--- config.mk ---
export PLATFORM = sky130hd
export DESIGN_NAME = mdu_sequencer
export DESIGN_NICKNAME = d
export VERILOG_FILES = /design/src/rtl/mdu_sequencer.sv
export SDC_FILE = /design/constraint.sdc
export NUM_CORES = 1
export LEC_CHECK = 0
export ABC_AREA = 1
export CELL_PAD_IN_SITES_DETAIL_PLACEMENT = 0
export CELL_PAD_IN_SITES_GLOBAL_PLACEMENT = 1
export CORE_AREA = 10 10 252 182
export CTS_BUF_LIST = sky130_fd_sc_hd__clkbuf_2
export DETAILED_ROUTE_END_ITERATION = 8
export DIE_AREA = 0 0 262 192
export GPL_TIMING_DRIVEN = 0
export HOLD_SLACK_MARGIN = 0.05
export PLACE_DENSITY = 0.8
export SLEW_MARGIN = 15
export SYNTH_ARGS = -nofsm -noshare
export SYNTH_HDL_FRONTEND = slang
export SYNTH_SLANG_ARGS = --single-unit
--- constraint.sdc ---
create_clock -name clk -period 5.8 [get_ports clk]
set_input_delay 0.87 -clock clk [delete_from_list [all_inputs] [get_ports clk]]
set_output_delay 0.87 -clock clk [all_outputs]
set_load 0.01 [all_outputs]
--- src/rtl/mdu_sequencer.sv ---
// Iterative RV32M sequencer: shift-add multiply and restoring divide, one
// bit per cycle. The pipeline is stalled while the operation runs and the
// result is presented for exactly one DONE cycle.
//
// Handshake: an operation is accepted on a rising edge where state is IDLE,
// start_i=1 and flush_i=0; operands and funct3 are sampled only on that edge.
// done_o=1 for one cycle marks result_o valid; result_o holds otherwise.
module mdu_sequencer #(
  parameter int XLEN = 32
) (
  input  logic            clk,
  input  logic            rst,
  input  logic            start_i,
  input  logic [2:0]      funct3_i,
  input  logic [XLEN-1:0] op_a_i,
  input  logic [XLEN-1:0] op_b_i,
  input  logic            flush_i,
  output logic            stall_o,
  output logic            busy_o,
  output logic            done_o,
  output logic [XLEN-1:0] result_o
);

  localparam int CNT_W = $clog2(XLEN + 1);
  localparam logic [XLEN-1:0] INT_MIN = {1'b1, {(XLEN-1){1'b0}}};

  typedef enum logic [1:0] {S_IDLE, S_CALC, S_FIX, S_DONE} state_t;

  state_t            state_q, state_d;
  logic [CNT_W-1:0]  cnt_q, cnt_d;
  logic [2:0]        f3_q, f3_d;
  logic              neg_q, neg_d;
  logic [XLEN-1:0]   mb_q, mb_d;
  logic [2*XLEN-1:0] acc_q, acc_d;
  logic [XLEN-1:0]   result_q, result_d;

  // Operand decode at the accept edge: signedness, magnitudes, result sign.
  logic            a_signed, b_signed, sa, sb, acc_neg;
  logic [XLEN-1:0] mag_a, mag_b;
  logic            div0, ovf, special;
  logic [XLEN-1:0] special_res;

  // Decode signedness and the short-circuit cases from the incoming op.
  always_comb begin
    a_signed    = (funct3_i == 3'd1) || (funct3_i == 3'd2) ||
                  (funct3_i == 3'd4) || (funct3_i == 3'd6);
    b_signed    = (funct3_i == 3'd1) || (funct3_i == 3'd4) || (funct3_i == 3'd6);
    sa          = a_signed & op_a_i[XLEN-1];
    sb          = b_signed & op_b_i[XLEN-1];
    mag_a       = sa ? -op_a_i : op_a_i;
    mag_b       = sb ? -op_b_i : op_b_i;
    // Remainder follows the dividend; everything else is sa^sb.
    acc_neg     = (funct3_i == 3'd6) ? sa : (sa ^ sb);
    div0        = funct3_i[2] && (op_b_i == '0);
    ovf         = funct3_i[2] && !funct3_i[0] && (op_a_i == INT_MIN) && (op_b_i == '1);
    special     = div0 || ovf;
    if (div0) special_res = funct3_i[1] ? op_a_i : '1;
    else      special_res = funct3_i[1] ? '0 : INT_MIN;
  end

  // One iteration step for each datapath, plus the final sign/half selection.
  logic [XLEN:0]     mul_sum, div_top, div_diff;
  logic              div_ge;
  logic [2*XLEN-1:0] mul_step, div_step, mul_full;
  logic [XLEN-1:0]   quo, rem, fix_res;

  // Datapath arithmetic for CALC and FIX.
  always_comb begin
    mul_sum  = {1'b0, acc_q[2*XLEN-1:XLEN]} + {1'b0, (acc_q[0] ? mb_q : {XLEN{1'b0}})};
    mul_step = {mul_sum, acc_q[XLEN-1:1]};
    div_top  = acc_q[2*XLEN-1:XLEN-1];
    div_diff = div_top - {1'b0, mb_q};
    div_ge   = ~div_diff[XLEN];
    div_step = {(div_ge ? div_diff[XLEN-1:0] : div_top[XLEN-1:0]), acc_q[XLEN-2:0], div_ge};
    mul_full = neg_q ? -acc_q : acc_q;
    quo      = neg_q ? -acc_q[XLEN-1:0] : acc_q[XLEN-1:0];
    rem      = neg_q ? -acc_q[2*XLEN-1:XLEN] : acc_q[2*XLEN-1:XLEN];
    case (f3_q)
      3'd0:          fix_res = mul_full[XLEN-1:0];
      3'd1, 3'd2,
      3'd3:          fix_res = mul_full[2*XLEN-1:XLEN];
      3'd4, 3'd5:    fix_res = quo;
      default:       fix_res = rem;
    endcase
  end

  // Next-state and register-update logic for the sequencer.
  always_comb begin
    state_d  = state_q;
    cnt_d    = cnt_q;
    f3_d     = f3_q;
    neg_d    = neg_q;
    mb_d     = mb_q;
    acc_d    = acc_q;
    result_d = result_q;
    case (state_q)
      S_IDLE: begin
        if (start_i && !flush_i) begin
          f3_d  = funct3_i;
          neg_d = acc_neg;
          mb_d  = mag_b;
          acc_d = {{XLEN{1'b0}}, mag_a};
          if (special) begin
            result_d = special_res;
            state_d  = S_DONE;
          end else begin
            cnt_d   = CNT_W'(XLEN);
            state_d = S_CALC;
          end
        end
      end
      S_CALC: begin
        if (flush_i) begin
          state_d = S_IDLE;
        end else begin
          acc_d = f3_q[2] ? div_step : mul_step;
          cnt_d = cnt_q - CNT_W'(1);
          if (cnt_q == CNT_W'(1)) state_d = S_FIX;
        end
      end
      S_FIX: begin
        if (flush_i) begin
          state_d = S_IDLE;
        end else begin
          result_d = fix_res;
          state_d  = S_DONE;
        end
      end
      default: state_d = S_IDLE;
    endcase
  end

  // State and datapath registers.
  always_ff @(posedge clk or posedge rst) begin
    if (rst) begin
      state_q  <= S_IDLE;
      cnt_q    <= '0;
      f3_q     <= '0;
      neg_q    <= 1'b0;
      mb_q     <= '0;
      acc_q    <= '0;
      result_q <= '0;
    end else begin
      state_q  <= state_d;
      cnt_q    <= cnt_d;
      f3_q     <= f3_d;
      neg_q    <= neg_d;
      mb_q     <= mb_d;
      acc_q    <= acc_d;
      result_q <= result_d;
    end
  end

  // Outputs; stall is forced low while reset is asserted.
  assign stall_o  = ~rst & ((start_i & (state_q == S_IDLE)) |
                            (state_q == S_CALC) | (state_q == S_FIX));
  assign busy_o   = (state_q == S_CALC) || (state_q == S_FIX);
  assign done_o   = (state_q == S_DONE);
  assign result_o = result_q;

endmodule

# --- Word-level counts from Yosys, hierarchy flattened ---
# Index checks and enable logic that the tools add are counted.
totals:
  latchBits: 0
  memories: 0
  in_bits: 71
  output_inout_bits: 35
  ff_bits: 140
  romBits: 0
  mem_bits_rw: 0
classes:
  bitwise_logic: 9
  n_reduce_logical: 26
  eq_ne: 21
  n_mux: 30
  add_sub_neg: 8
  mul: 0
  n_lt_le_gt_ge: 0
  n_div: 0
  shifts: 0
ops:
  columns: ["cell", "n"]
  rows:
  - ["$mux 32", 12]
  - ["$mux 64", 4]
  - ["$neg 32->32", 4]
  - ["$pmux 64 s2", 1]
  - ["$pmux 32 s3", 1]
  - ["$eq 32x32->1 const B", 2]
  - ["$neg 64->64", 1]
  - ["$pmux 32 s2", 1]
  - ["$add 32x32->33", 1]
  - ["$sub 33x32->33", 1]
  - ["$logic_not 32->1", 1]
  - ["$mux 6", 3]
  - ["$eq 3x3->1 const B", 4]
  - ["$pmux 6 s2", 1]
  - ["$mux 2", 5]
  - ["$ne 2x2->1 const B", 5]
  - ["$eq 3x2->1 const B", 3]
  - ["$reduce_and 4->1", 2]
  - ["$logic_or 1x1->1", 7]
  - ["$eq 3x1->1 const B", 2]
  - ["$eq 6x1->1 const B", 1]
  - ["$pmux 2 s3", 1]
  - ["$sub 6x1->6 const B", 1]
  - ["$logic_and 1x1->1", 5]
  - ["other kinds (16)", 25]

# --- Depth between registers and ports, before layout ---
logic_depth:
  depth_word: 8
  mapped_depth: 20

# --- Worst setup path after synthesis ---
# No wires, ideal clock.
synth_path:
  kind: "flip-flop to flip-flop"
  from: "reg acc_q[0]"
  to: "reg acc_q[53]"
  synth_period_minus_slack_ps: 2618
  t_required_ps: 5684
  setup_slack_ps: 3182
  arrival_ps: 2501
  stages_incl_launch_ff: 20
  path_buffers: 2
  cell_sequence: "dfrtp_1 buf_6 clkbuf_1 nand2_1 inv_1 ha_1 inv_1 fa_1 o21ai_0 nand2_1 nand2_1 nand2_1 nand2_1 nand2_1 nand3_1 nand3_1 nand2_1 inv_1 nand2_1 nand2_1"
synth_via:
  elab_chain_len: 5
synth_lines:
  columns: ["element", "line_no", "rtl"]
  rows:
  - ["start, declared", "34", "logic [2*XLEN-1:0] acc_q, acc_d;"]
  - ["start signal, assigned", "141", "acc_q <= '0;"]
  - ["start signal, assigned", "149", "acc_q <= acc_d;"]
  - ["$mux 32", "69", "mul_sum = {1'b0, acc_q[2*XLEN-1:XLEN]} + {1'b0, (acc_q[0] ? mb_q : {XLEN{1'b0}})};"]
  - ["$add 32x32->33", "69", null]
  - ["$mux 64", "116", "acc_d = f3_q[2] ? div_step : mul_step;"]
  - ["$mux 64", "113", "if (flush_i) begin"]
  - ["$pmux 64 s2", "96", "case (state_q)"]
# Every way passes these cells. The select of a mux whose other input is x is not followed.
# A chain may end at the register's enable or synchronous reset.

# --- Worst setup path after layout ---
layout_path:
  from: "reg state_q[1]"
  to: "out stall_o"
layout_via:
  elab_chain_len: 5
  word_cells_on_any_way: 7
layout_lines:
  columns: ["element", "line_no", "rtl"]
  rows:
  - ["start, declared", "29", "state_t state_q, state_d;"]
  - ["start signal, assigned", "144", "state_q <= state_d;"]
  - ["$logic_not 2->1", "155", "assign stall_o = ~rst & ((start_i & (state_q == S_IDLE)) |"]
  - ["$and 1x1->1", "155", null]
  - ["$or 1x1->1", "155", null]
  - ["$or 1x1->1 (*)", "156", "(state_q == S_CALC) | (state_q == S_FIX));"]
  - ["$and 1x1->1 (*)", "155", null]
  - ["end, declared", "18", "output logic stall_o,"]
# Mark *: on every way between the ends. The rest lies on a longest branch, timed or not.

==> metrics.md <==
| Metric | Value |
|---|---|
| Hold Path Class | in2async |
| Clock power frac | 6.6% |
| Core area | 40,730 sq um |
| Final period util | 80.54% |
| Wire per inst | 22.70 microns |
| Main area contributors after synthesis | nand2_1, dfrtp_1, nand3_1 |
| Syn. warnings | 0 |
| Area grow syn2layout | 11.85% |
| Worst R2R Start | acc_q[0] |
| Pwr/cell area | 617.0 nW/um^2 |
| Post-route ant nets | 0 |
| Hold Buf Count CTS | 0 |
| Clock sinks | 140 |
| Async SR Flop Fraction | 100.0% |
| CTS Root Buffer Type | clkbuf_2 |
| Switching power | 7.623 mW |
| Max-capacitance violation count | 0 |
| All-Layer GR Usage | 33.75% |
| First-pass iteration count of the detailed router | 7 |
| Residual DRC | 0 |
| Via/cell ratio | slightly below 6 |
| FP Rows | 62 |
| Clk_skew | 0.07414 ns |
| Yosys reg bits | 140 |
| Antenna violations before repair | 3 |
| Final instance area | 19,530 sq um |
| Starting density of the core | 42.87% |
| Clock Latency Late Sink | 0.95 ns |
| DRT iter0 DRCs | 3,333 |
| Gp weighted congestion | ~1.1 |
| Syn Inst Count | 3,150 |
| Post-synthesis mux area share | 0% |
| Syn_area_per_cell | 5.543 sq um |
| Reg2reg setup slack | 2.16 ns |
| Port Buffer Count | 104 |
| Syn Std Cell Area | 17,460 sq um |
| Power Internal | 4.427 mW |
| Worst Setup End Kind | primary output |
| Compound-Gate Fraction of Synth Area | 13.54% |
| H-tree depth | 4 |
| Cell total after placement | 3,799 |
| Fin crit period | 4.671 ns |
| Max Slew Vio Count | 0 |
| First-pass GRT wire length | 125.6 mm |
| Setup violations, final | 0 |
| Total Wirelength | around 87 mm |
| Final count of hold timing violations | 0 |
| F_max | 0.2141 GHz |
| Simple-Gate Fraction of Synth Area | a little under half |
| Max clock buf depth | 2 |
| Io pins | 106 |
| Post-Synth Adder-Cell Area | 5.604% |
| Post-synthesis sequential area ratio | 20.07% |
| Die ar. | 50,300 sq um |
| Synth unique cells | 50 |
| Synth area leader | nand2_1 |
| Worst reg2reg path depth | 19 |
| Leak pwr | roughly 10 nW |
| Post_cts resized | 0 |
| CTS tree | built |
| Number of post-CTS setup repair buffers | 0 |
| Num CTS Buffers | 17 |
| Combinational power share | 74.5% |
| Number of global-route vias before repair | ~20,000 |
| WP data required | 4.93 ns |
| Slew HR | 26.00% |
| Peak supply drop | 0.3377 mV |
| Clock slew at reported path FFs | 0.23 ns |
| Cell Count, Final, Fillers Out | 3,829 |
| Hpwl dp | approximately 70 mm |
| Worst Setup SP | state_q[1] |
| Die X | 262 microns |
| Status | completed |
| Post-synthesis xor/xnor area fraction | under 10% |
| DP Area | 19,220 sq um |
| Die height | around 190 microns |
| Unrepaired setup endpoints after global routing | false |
| Congestion Overflow GR | 0 |
| Sw Ratio | between 60% and 70% |
| Number of synthesized flops with an enable pin | 0 |
| WP data arrival | 3.80 ns |
| Largest net degree at the start of global routing | 86 |
| CP max FO | 10 |
| Main combinational cell family by area after synthesis | simple AND/OR/NAND/NOR gates |
| WHS | 0.3261 ns |
| Critical path class | reg2out |
| Reg2reg end | acc_q[49] |
| Nets | 3,422 |
| Commonest register cell after synthesis | dfrtp_1 |
| Nature of the critical path startpoint | register |
| Area share of the largest cell type after synthesis | 21.65% |
| Vias after detailed routing | between 20,000 and 25,000 |
| Net count after synthesis | 3,298 |
| Worst Tran Pin Value | between 1 and 1.5 ns |
| Sequential share of power | between 10% and 20% |
| Share of cells above drive strength 1 | 4.354% |
-- placed cells by master, fill, tap and decap left out, types with 18 or more instances in the layout --
cell type	netlist	routed
nand2_1	1007	1007
nor2_1	431	431
inv_1	422	421
nand3_1	344	344
a21oi_1	175	175
o21ai_0	172	172
dfrtp_1	140	140
clkdlybuf4s50_1	0	104
ha_1	75	75
clkbuf_1	57	57
nand4_1	35	35
xor2_1	33	33
a31oi_1	23	23
buf_2	19	19
clkbuf_2	0	18
-- sequential cells by signal (all words and copies together), names as in the netlist --
| name | count |
|---|---|
| acc_q | 64 |
| cnt_q | 6 |
| f3_q | 3 |
| mb_q | 32 |
| neg_q | 1 |
| result_o | 32 |
| state_q | 2 |
-- layer usage --
| layer | part of all wire, % | track usage [%] | vias to the layer above |
|---|---|---|---|
| met3 | 18 | 17.22 | 85 |
| met5 | 0.026 | 0 | - |
| li1 | - | - | 10300 |
| met1 | 47 | 52.00 | 10270 |
| met2 | 34 | 39.06 | 1422 |
| met4 | 1.5 | 6.307 | 4 |
-- area by class of cell --
class | instances | area [sq um]
fill | 4570 | 21200
multi-input combinational | 2477 | 11840
sequential | 140 | 3503
inverter | 436 | 1645
timing repair buffer | 105 | 1069
tap | 544 | 680.7
buffer | 97 | 474.2
clock inverter | 11 | 220.2
clock buffer | 18 | 90.09
antenna | 1 | 2.502
-- logic make-up after synthesis --
family,Yosys count
compound gates,435
xor+xnor,48
flops,140
simple gates,1917
fa+ha+maj,77
buf+inv,533
-- how the worst max path moves through the flow --
| stage | slack, ns | endpoint | depth (start not counted) |
|---|---|---|---|
| 2_1_floorplan | 1.18 | acc_q[0] | 1 |
| 3_5_place_dp | 1.97 | result_o[11] | 8 |
| 6_report | 1.13 | stall_o | 8 |
| 5_1_grt | 0.96 | stall_o | 8 |
| 4_1_cts | 1.18 | stall_o | 8 |
| 3_3_place_gp | -0.93 | acc_q[58] | 2 |
-- synth_stat cells, types with 7 or more instances --
library cell,number
nand2_1,1007
nor2_1,431
inv_1,422
nand3_1,344
a21oi_1,175
o21ai_0,172
dfrtp_1,140
ha_1,75
clkbuf_1,57
nand4_1,35
xor2_1,33
a31oi_1,23
buf_2,19
nand3b_1,17
nand2_2,15
xnor2_1,15
nor3_1,14
o21ai_1,13
a21oi_2,12
buf_6,11
inv_2,11
nor2_2,10
or2_2,10
a22oi_1,9
buf_1,9
o21bai_1,8
nor2_4,7
nor4_1,7
o211ai_1,7
-- power groups by stage --
stage	clock, mW	combinational [mW]	sequential [mW]
2_1_floorplan	0	5.55	1.83
3_3_place_gp	0	8.39	2.19
3_5_place_dp	0	8.48	2.20
4_1_cts	0.790	8.53	2.18
5_1_grt	0.829	9.68	2.27
6_report	0.798	8.97	2.28
-- stage by stage --
stage / utilization, % / total power, mW / setup TNS [ns] / setup slack [ns]
after floorplan: - / 7.380 / 0 / 1.177
after global routing: 47.95 / 12.78 / 0 / 0.9646
after detailed placement: 47.18 / 10.68 / 0 / 1.971
final: 47.95 / 12.05 / 0 / 1.129
after global placement: 47.10 / 10.59 / -126.36 / -0.9346
after CTS: 47.94 / 11.50 / 0 / 1.183
-- worst max-delay path, cell delays in order, from the launching register on --
cell and delay (ns):
dfrtp_1 0.43, inv_1 0.09, ha_1 0.17, buf_2 0.20, inv_1 0.17, clkbuf_1 0.54, clkbuf_1 0.61, a31oi_1 0.16
clkdlybuf4s50_1 0.52
Power figures use the tool's default switching activity.
